===== config.mk =====
export PLATFORM = sky130hd
export DESIGN_NAME = popcount_window_accumulator
export DESIGN_NICKNAME = d
export VERILOG_FILES = /design/src/rtl/popcount_pkg.sv /design/src/rtl/popcount_result_fifo.sv /design/src/rtl/popcount_window_accumulator.sv
export SDC_FILE = /design/constraint.sdc
export NUM_CORES = 1
export LEC_CHECK = 0
export CORE_MARGIN = 5
export CORE_UTILIZATION = 35
export DETAILED_ROUTE_END_ITERATION = 16
export GPL_ROUTABILITY_DRIVEN = 0
export REMOVE_ABC_BUFFERS = 1
export SYNTH_ARGS = -nofsm -noshare
export SYNTH_HDL_FRONTEND = slang
export SYNTH_SLANG_ARGS = --single-unit

===== constraint.sdc =====
create_clock -name clk_i -period 2.8 [get_ports clk_i]
set_input_delay 0.84 -clock clk_i [delete_from_list [all_inputs] [get_ports clk_i]]
set_output_delay 0.84 -clock clk_i [all_outputs]
set_load 0.01 [all_outputs]

===== src/rtl/popcount_pkg.sv =====
`default_nettype none
// ============================================================================
// Module   : popcount_pkg
// Brief    : Shared state encodings and width helper for the popcount pipeline.
// Revision : 1.0 - initial release
// ============================================================================
package popcount_pkg;

    typedef enum logic [1:0] {
        IDLE  = 2'd0,
        ACCUM = 2'd1
    } acc_state_t;

    typedef enum logic [1:0] {
        EMPTY = 2'd0,
        ONE   = 2'd1,
        TWO   = 2'd2
    } buf_state_t;

    // Window total width: WINDOW * (2^cnt_w - 1) always fits.
    function automatic int sum_width(input int cnt_w, input int window);
        return cnt_w + $clog2(window);
    endfunction

endpackage
`default_nettype wire


===== src/rtl/popcount_result_fifo.sv =====
`default_nettype none
// ============================================================================
// Module   : popcount_result_fifo
// Brief    : Two-entry valid/ready result buffer with a discard (overrun) pulse.
// Revision : 1.0 - initial release
// ============================================================================
module popcount_result_fifo
    import popcount_pkg::*;
#(
    parameter int DATA_WIDTH = 8
) (
    input  logic                  clk_i,
    input  logic                  arst_n_i,
    input  logic                  push_i,
    input  logic [DATA_WIDTH-1:0] push_data_i,
    input  logic                  pop_ready_i,
    output logic [DATA_WIDTH-1:0] data_o,
    output logic                  valid_o,
    output logic                  overrun_o
);

    buf_state_t            r_state;
    buf_state_t            w_state_nxt;
    logic [DATA_WIDTH-1:0] r_head;
    logic [DATA_WIDTH-1:0] r_tail;
    logic [DATA_WIDTH-1:0] w_head_nxt;
    logic [DATA_WIDTH-1:0] w_tail_nxt;
    logic                  r_overrun;
    logic                  w_overrun_nxt;
    logic                  w_pop;

    assign valid_o   = (r_state == ONE) || (r_state == TWO);
    assign w_pop     = valid_o & pop_ready_i;
    assign data_o    = r_head;
    assign overrun_o = r_overrun;

    always_ff @(posedge clk_i or negedge arst_n_i) begin
        if (!arst_n_i) begin
            r_state   <= EMPTY;
            r_head    <= '0;
            r_tail    <= '0;
            r_overrun <= 1'b0;
        end else begin
            r_state   <= w_state_nxt;
            r_head    <= w_head_nxt;
            r_tail    <= w_tail_nxt;
            r_overrun <= w_overrun_nxt;
        end
    end

    // The head register is cleared whenever the buffer drains so data_o reads 0.
    always_comb begin
        w_state_nxt   = r_state;
        w_head_nxt    = r_head;
        w_tail_nxt    = r_tail;
        w_overrun_nxt = 1'b0;
        case (r_state)
            EMPTY: begin
                if (push_i) begin
                    w_head_nxt  = push_data_i;
                    w_state_nxt = ONE;
                end
            end
            ONE: begin
                if (push_i && w_pop) begin
                    w_head_nxt = push_data_i;
                end else if (push_i) begin
                    w_tail_nxt  = push_data_i;
                    w_state_nxt = TWO;
                end else if (w_pop) begin
                    w_head_nxt  = '0;
                    w_state_nxt = EMPTY;
                end
            end
            TWO: begin
                if (w_pop) begin
                    w_head_nxt  = r_tail;
                    w_tail_nxt  = push_i ? push_data_i : '0;
                    w_state_nxt = push_i ? TWO : ONE;
                end else if (push_i) begin
                    w_overrun_nxt = 1'b1;
                end
            end
            default: begin
                w_state_nxt = EMPTY;
                w_head_nxt  = '0;
                w_tail_nxt  = '0;
            end
        endcase
    end

endmodule
`default_nettype wire


===== src/rtl/popcount_window_accumulator.sv =====
`default_nettype none
// ============================================================================
// Module   : popcount_window_accumulator
// Brief    : Sums popcount results over windows of WINDOW samples and queues totals.
// Revision : 1.0 - initial release
// ============================================================================
module popcount_window_accumulator
    import popcount_pkg::*;
#(
    parameter int  CNT_WIDTH = 5,
    parameter int  WINDOW    = 8,
    localparam int SUM_WIDTH = sum_width(CNT_WIDTH, WINDOW),
    localparam int SMP_WIDTH = $clog2(WINDOW + 1)
) (
    input  logic                 clk_i,
    input  logic                 arst_n_i,
    input  logic [CNT_WIDTH-1:0] cnt_i,
    input  logic                 cnt_val_i,
    input  logic                 flush_i,
    output logic [SUM_WIDTH-1:0] sum_o,
    output logic [SMP_WIDTH-1:0] samples_o,
    output logic                 sum_val_o,
    input  logic                 sum_ready_i,
    output logic                 overrun_o
);

    localparam logic [SMP_WIDTH-1:0] c_last_idx = SMP_WIDTH'(WINDOW - 1);

    acc_state_t           r_state;
    acc_state_t           w_state_nxt;
    logic [SUM_WIDTH-1:0] r_acc;
    logic [SUM_WIDTH-1:0] w_acc_nxt;
    logic [SUM_WIDTH-1:0] w_sample;
    logic [SUM_WIDTH-1:0] w_total;
    logic [SMP_WIDTH-1:0] r_count;
    logic [SMP_WIDTH-1:0] w_count_nxt;
    logic [SMP_WIDTH-1:0] w_samples;
    logic                 w_close;

    // The closing sample is folded into the emitted total.
    assign w_sample  = cnt_val_i ? SUM_WIDTH'(cnt_i) : '0;
    assign w_total   = r_acc + w_sample;
    assign w_samples = r_count + SMP_WIDTH'(cnt_val_i);

    always_ff @(posedge clk_i or negedge arst_n_i) begin
        if (!arst_n_i) begin
            r_state <= IDLE;
            r_acc   <= '0;
            r_count <= '0;
        end else begin
            r_state <= w_state_nxt;
            r_acc   <= w_acc_nxt;
            r_count <= w_count_nxt;
        end
    end

    always_comb begin
        w_state_nxt = r_state;
        w_acc_nxt   = r_acc;
        w_count_nxt = r_count;
        w_close     = 1'b0;
        case (r_state)
            IDLE: begin
                // WINDOW >= 2, so only a flush can close on the first sample.
                w_close = cnt_val_i & flush_i;
                if (cnt_val_i && !flush_i) begin
                    w_acc_nxt   = w_total;
                    w_count_nxt = w_samples;
                    w_state_nxt = ACCUM;
                end
            end
            ACCUM: begin
                w_close = flush_i || (cnt_val_i && (r_count == c_last_idx));
                if (w_close) begin
                    w_acc_nxt   = '0;
                    w_count_nxt = '0;
                    w_state_nxt = IDLE;
                end else if (cnt_val_i) begin
                    w_acc_nxt   = w_total;
                    w_count_nxt = w_samples;
                end
            end
            default: begin
                w_acc_nxt   = '0;
                w_count_nxt = '0;
                w_state_nxt = IDLE;
            end
        endcase
    end

    popcount_result_fifo #(
        .DATA_WIDTH (SMP_WIDTH + SUM_WIDTH)
    ) u_result_fifo (
        .clk_i       (clk_i),
        .arst_n_i    (arst_n_i),
        .push_i      (w_close),
        .push_data_i ({w_samples, w_total}),
        .pop_ready_i (sum_ready_i),
        .data_o      ({samples_o, sum_o}),
        .valid_o     (sum_val_o),
        .overrun_o   (overrun_o)
    );

endmodule
`default_nettype wire


==> flow_summary.yaml <==
hold_path:
  hold_path_class: "flip-flop to flip-flop"
  hold_path_end: "u_result_fifo.data_o[5]"
  whs_path_depth: 2
  hp-start: "u_result_fifo.data_o[5]"
sta:
  slew_viol_final: 0
  setup_slack_ps: 97.18
  setup_tns_ps: 0
  hold_violations: 0
  timing.final.crit_share: 0.9653
  fin_skew_ps: 10.93
  finalSetupViolCount: 0
  relSlewSlack: 0.4047
  finalHoldWorstSlack_ps: 481.3
  worstMarginPinSlew_ps: 893.0
  finalCriticalPeriod_ps: 2703
  fmax_ghz: 0.3700
cells_and_area:
  mostFrequentLayoutCells: "dfrtp_1 (40), a22o_1 (31), buf_4 (23), nand2_1 (22), clkdlybuf4s50_1 (22)"
  regArea_mm2: 0.001001
  drive_gt1_frac: 0.1992
  fillCellCount: 570
  syn_to_final_growth_pct: 28.44
  final_common_cell: "dfrtp_1"
  stdcell_area_mm2: 0.002713
  nNetsFinal: 262
  multiInputGateArea_mm2: 0.001082
  n_antenna_cell: 0
detailed_routing:
  post_drt_wl_per_cell_um: 15.11
  routed_wl_um: 4776
  viasPerCell: 5.307
  num_vias: 1677
  drc: 0
  drt_iter0_markers: 75
  first_pass_iters: 4
  antenna_left: 0
synthesis:
  synth_area_mm2: 0.002112
  yosysWarnings: 0
  ys_seq_area_frac: 0.4739
  syn_area_per_cell_um2: 10.78
  synth-main-ff-cell: "dfrtp_1"
  synthCells: 196
  synth-edff-count: 0
  synth.distinct_cells: 45
  ys_seq_elements: 40
  async_flop_share: 1.000
critical_path:
  required_ps: 2990
  end_kind: "flip-flop"
  slowest_delay_ps: 440
  reg2reg_depth: 7
  criticalPathCategory: "input port to flip-flop"
  start_kind: "input port"
  critPathSlowestCell: "clkdlybuf4s50_1"
  cpMostUsedCell: "a22o_1"
  worst-r2r-setup-slack_ps: 860
  critPathMaxFanout: 10
  r2r_end: "r_acc[4]"
  crit_chain: "clkdlybuf4s50_1 > buf_4 > and2_1 > ha_1 > a21oi_1 > nand2_1 > xnor2_1 > a22o_1 > a22o_1"
  arrival_ps: 2900
  r2r_start: "r_acc[0]"
power:
  ir_drop_mv: 0.3460
  p_per_area_mw_per_mm2: 856.4
  power_leakage_nw: 1.203
global_route:
  grt_pass1_wl_um: 8142
  grt_max_degree: 41
  grt_pass1_vias: 1664
  grt_antenna_before_repair: 0
  track_usage: 0.1359
  grt.overflow.total: 0
cts:
  root_buffer: "clkbuf_8"
  insertion_delay_ps: 300
  clk_pin_slew_worst_paths_ps: 90
  clkSinkCount: 40
  htreeDepth: 2
  cts_tree: "done"
  clk_path_buf_depth: 2
  cts_buffers: 5
placed_design:
  dp_hpwl_um: 3418
  numPortBuffers: 23
  dpl_cell_area_mm2: 0.002547
  dp_slack_ps: -228.5
floorplan:
  coreArea_mm2: 0.005886
  die_width_um: 87.68
  num_rows: 28
  dieArea_mm2: 0.007688
  start_util: 0.3588
  die_h_um: 87.68
  io_pins: 24
run:
  maxCapViolCount: 0
run_status:
  status: "finished clean"
-- stage by stage --
stage | power, mW | util | instances
3_5_place_dp | 1.832 | 0.4328 | 308
3_3_place_gp | 1.825 | 0.4328 | 308
2_1_floorplan | 1.398 | - | 187
4_1_cts | 2.323 | 0.4524 | 316
5_1_grt | 2.509 | 0.4609 | 316
6_report | 2.323 | 0.4609 | 316
-- what timing repair did --
action / 4_1_cts / 5_1_grt
buffers inserted: 0 / 0
resized for setup: 0 / 9
hold buffers: 0 / 0
setup endpoints to repair: 0 / 6
-- how the worst max path moves through the flow --
stage | end | slack [ps] | from | cells after the start
final | u_result_fifo.data_o[3] | 100 | cnt_val_i | 9
after global routing | u_result_fifo.data_o[6] | -7 | cnt_val_i | 10
after CTS | u_result_fifo.data_o[7] | 90 | cnt_val_i | 9
after detailed placement | u_result_fifo.data_o[7] | -230 | cnt_val_i | 9
after global placement | u_result_fifo.data_o[6] | -170 | cnt_val_i | 9
after floorplan | u_result_fifo.data_o[6] | 340 | cnt_i[0] | 8
-- registers in the layout, indices dropped and copies added, names as in the netlist --
signal / count
u_result_fifo.data_o: 12
r_count: 4
r_acc: 8
r_state: 1
u_result_fifo.overrun_o: 1
u_result_fifo.r_tail: 12
u_result_fifo.r_state: 2
-- kinds of logic after synthesis --
logic type                 Yosys count  synth area share
AOI/OAI and AO/OA                   71            0.2571
and+or+nand+nor                     49            0.1191
DFF                                 40            0.4739
buffers and inverters               15           0.03732
adders and majority gates           12           0.07464
xor gates and xnor gates             8           0.03318
muxes                                1          0.004740
-- layer usage --
layer	vias up	part of all wire	wire, µm	track usage
met5	-	0	0	0
met4	0	0.012	55	0.03766
met3	7	0.058	276	0.03575
met2	39	0.45	2148	0.2034
met1	817	0.48	2296	0.1940
li1	814	-	-	-
-- synthesized netlist by cell type (3+ instances only) --
cell      count  share of area
buf_2         3         0.0071
a21oi_1       5          0.012
o21ai_1       4         0.0095
a22o_1       31           0.13
dfrtp_1      40           0.47
nand2_1      22          0.039
o21ai_0      10          0.024
clkbuf_1      3         0.0053
and2_1        5          0.015
xor2_1        3          0.012
inv_1         6          0.011
ha_1         11          0.065
nor2_1        4         0.0071
nand3_1       6          0.014
xnor2_1       5          0.021
o31ai_1       3          0.011
-- where the power goes --
group	leakage (nW)	internal, mW	total (mW)	switching, mW
logic	0.606	0.488	1.06	0.570
registers	0.542	0.701	0.781	0.0800
clock network	0.0548	0.268	0.484	0.216
-- worst max-delay path: cells and delay by family --
kind | cells | cell delay, ps
adders and majority gates | 1 | 360
and+or+nand+nor | 2 | 260
xor gates and xnor gates | 1 | 150
AOI/OAI and AO/OA | 3 | 670
buffers and inverters | 2 | 620
-- cell type report --
| class | count | share of cell area |
|---|---|---|
| tap | 75 | 0.03459 |
| timing repair buffer | 46 | 0.1467 |
| sequential | 40 | 0.3690 |
| multi-input combinational | 141 | 0.3990 |
| clock buffer | 5 | 0.02537 |
| clock inverter | 3 | 0.01707 |
| inverter | 6 | 0.008303 |
No activity file was read; power rests on OpenSTA's default activity.
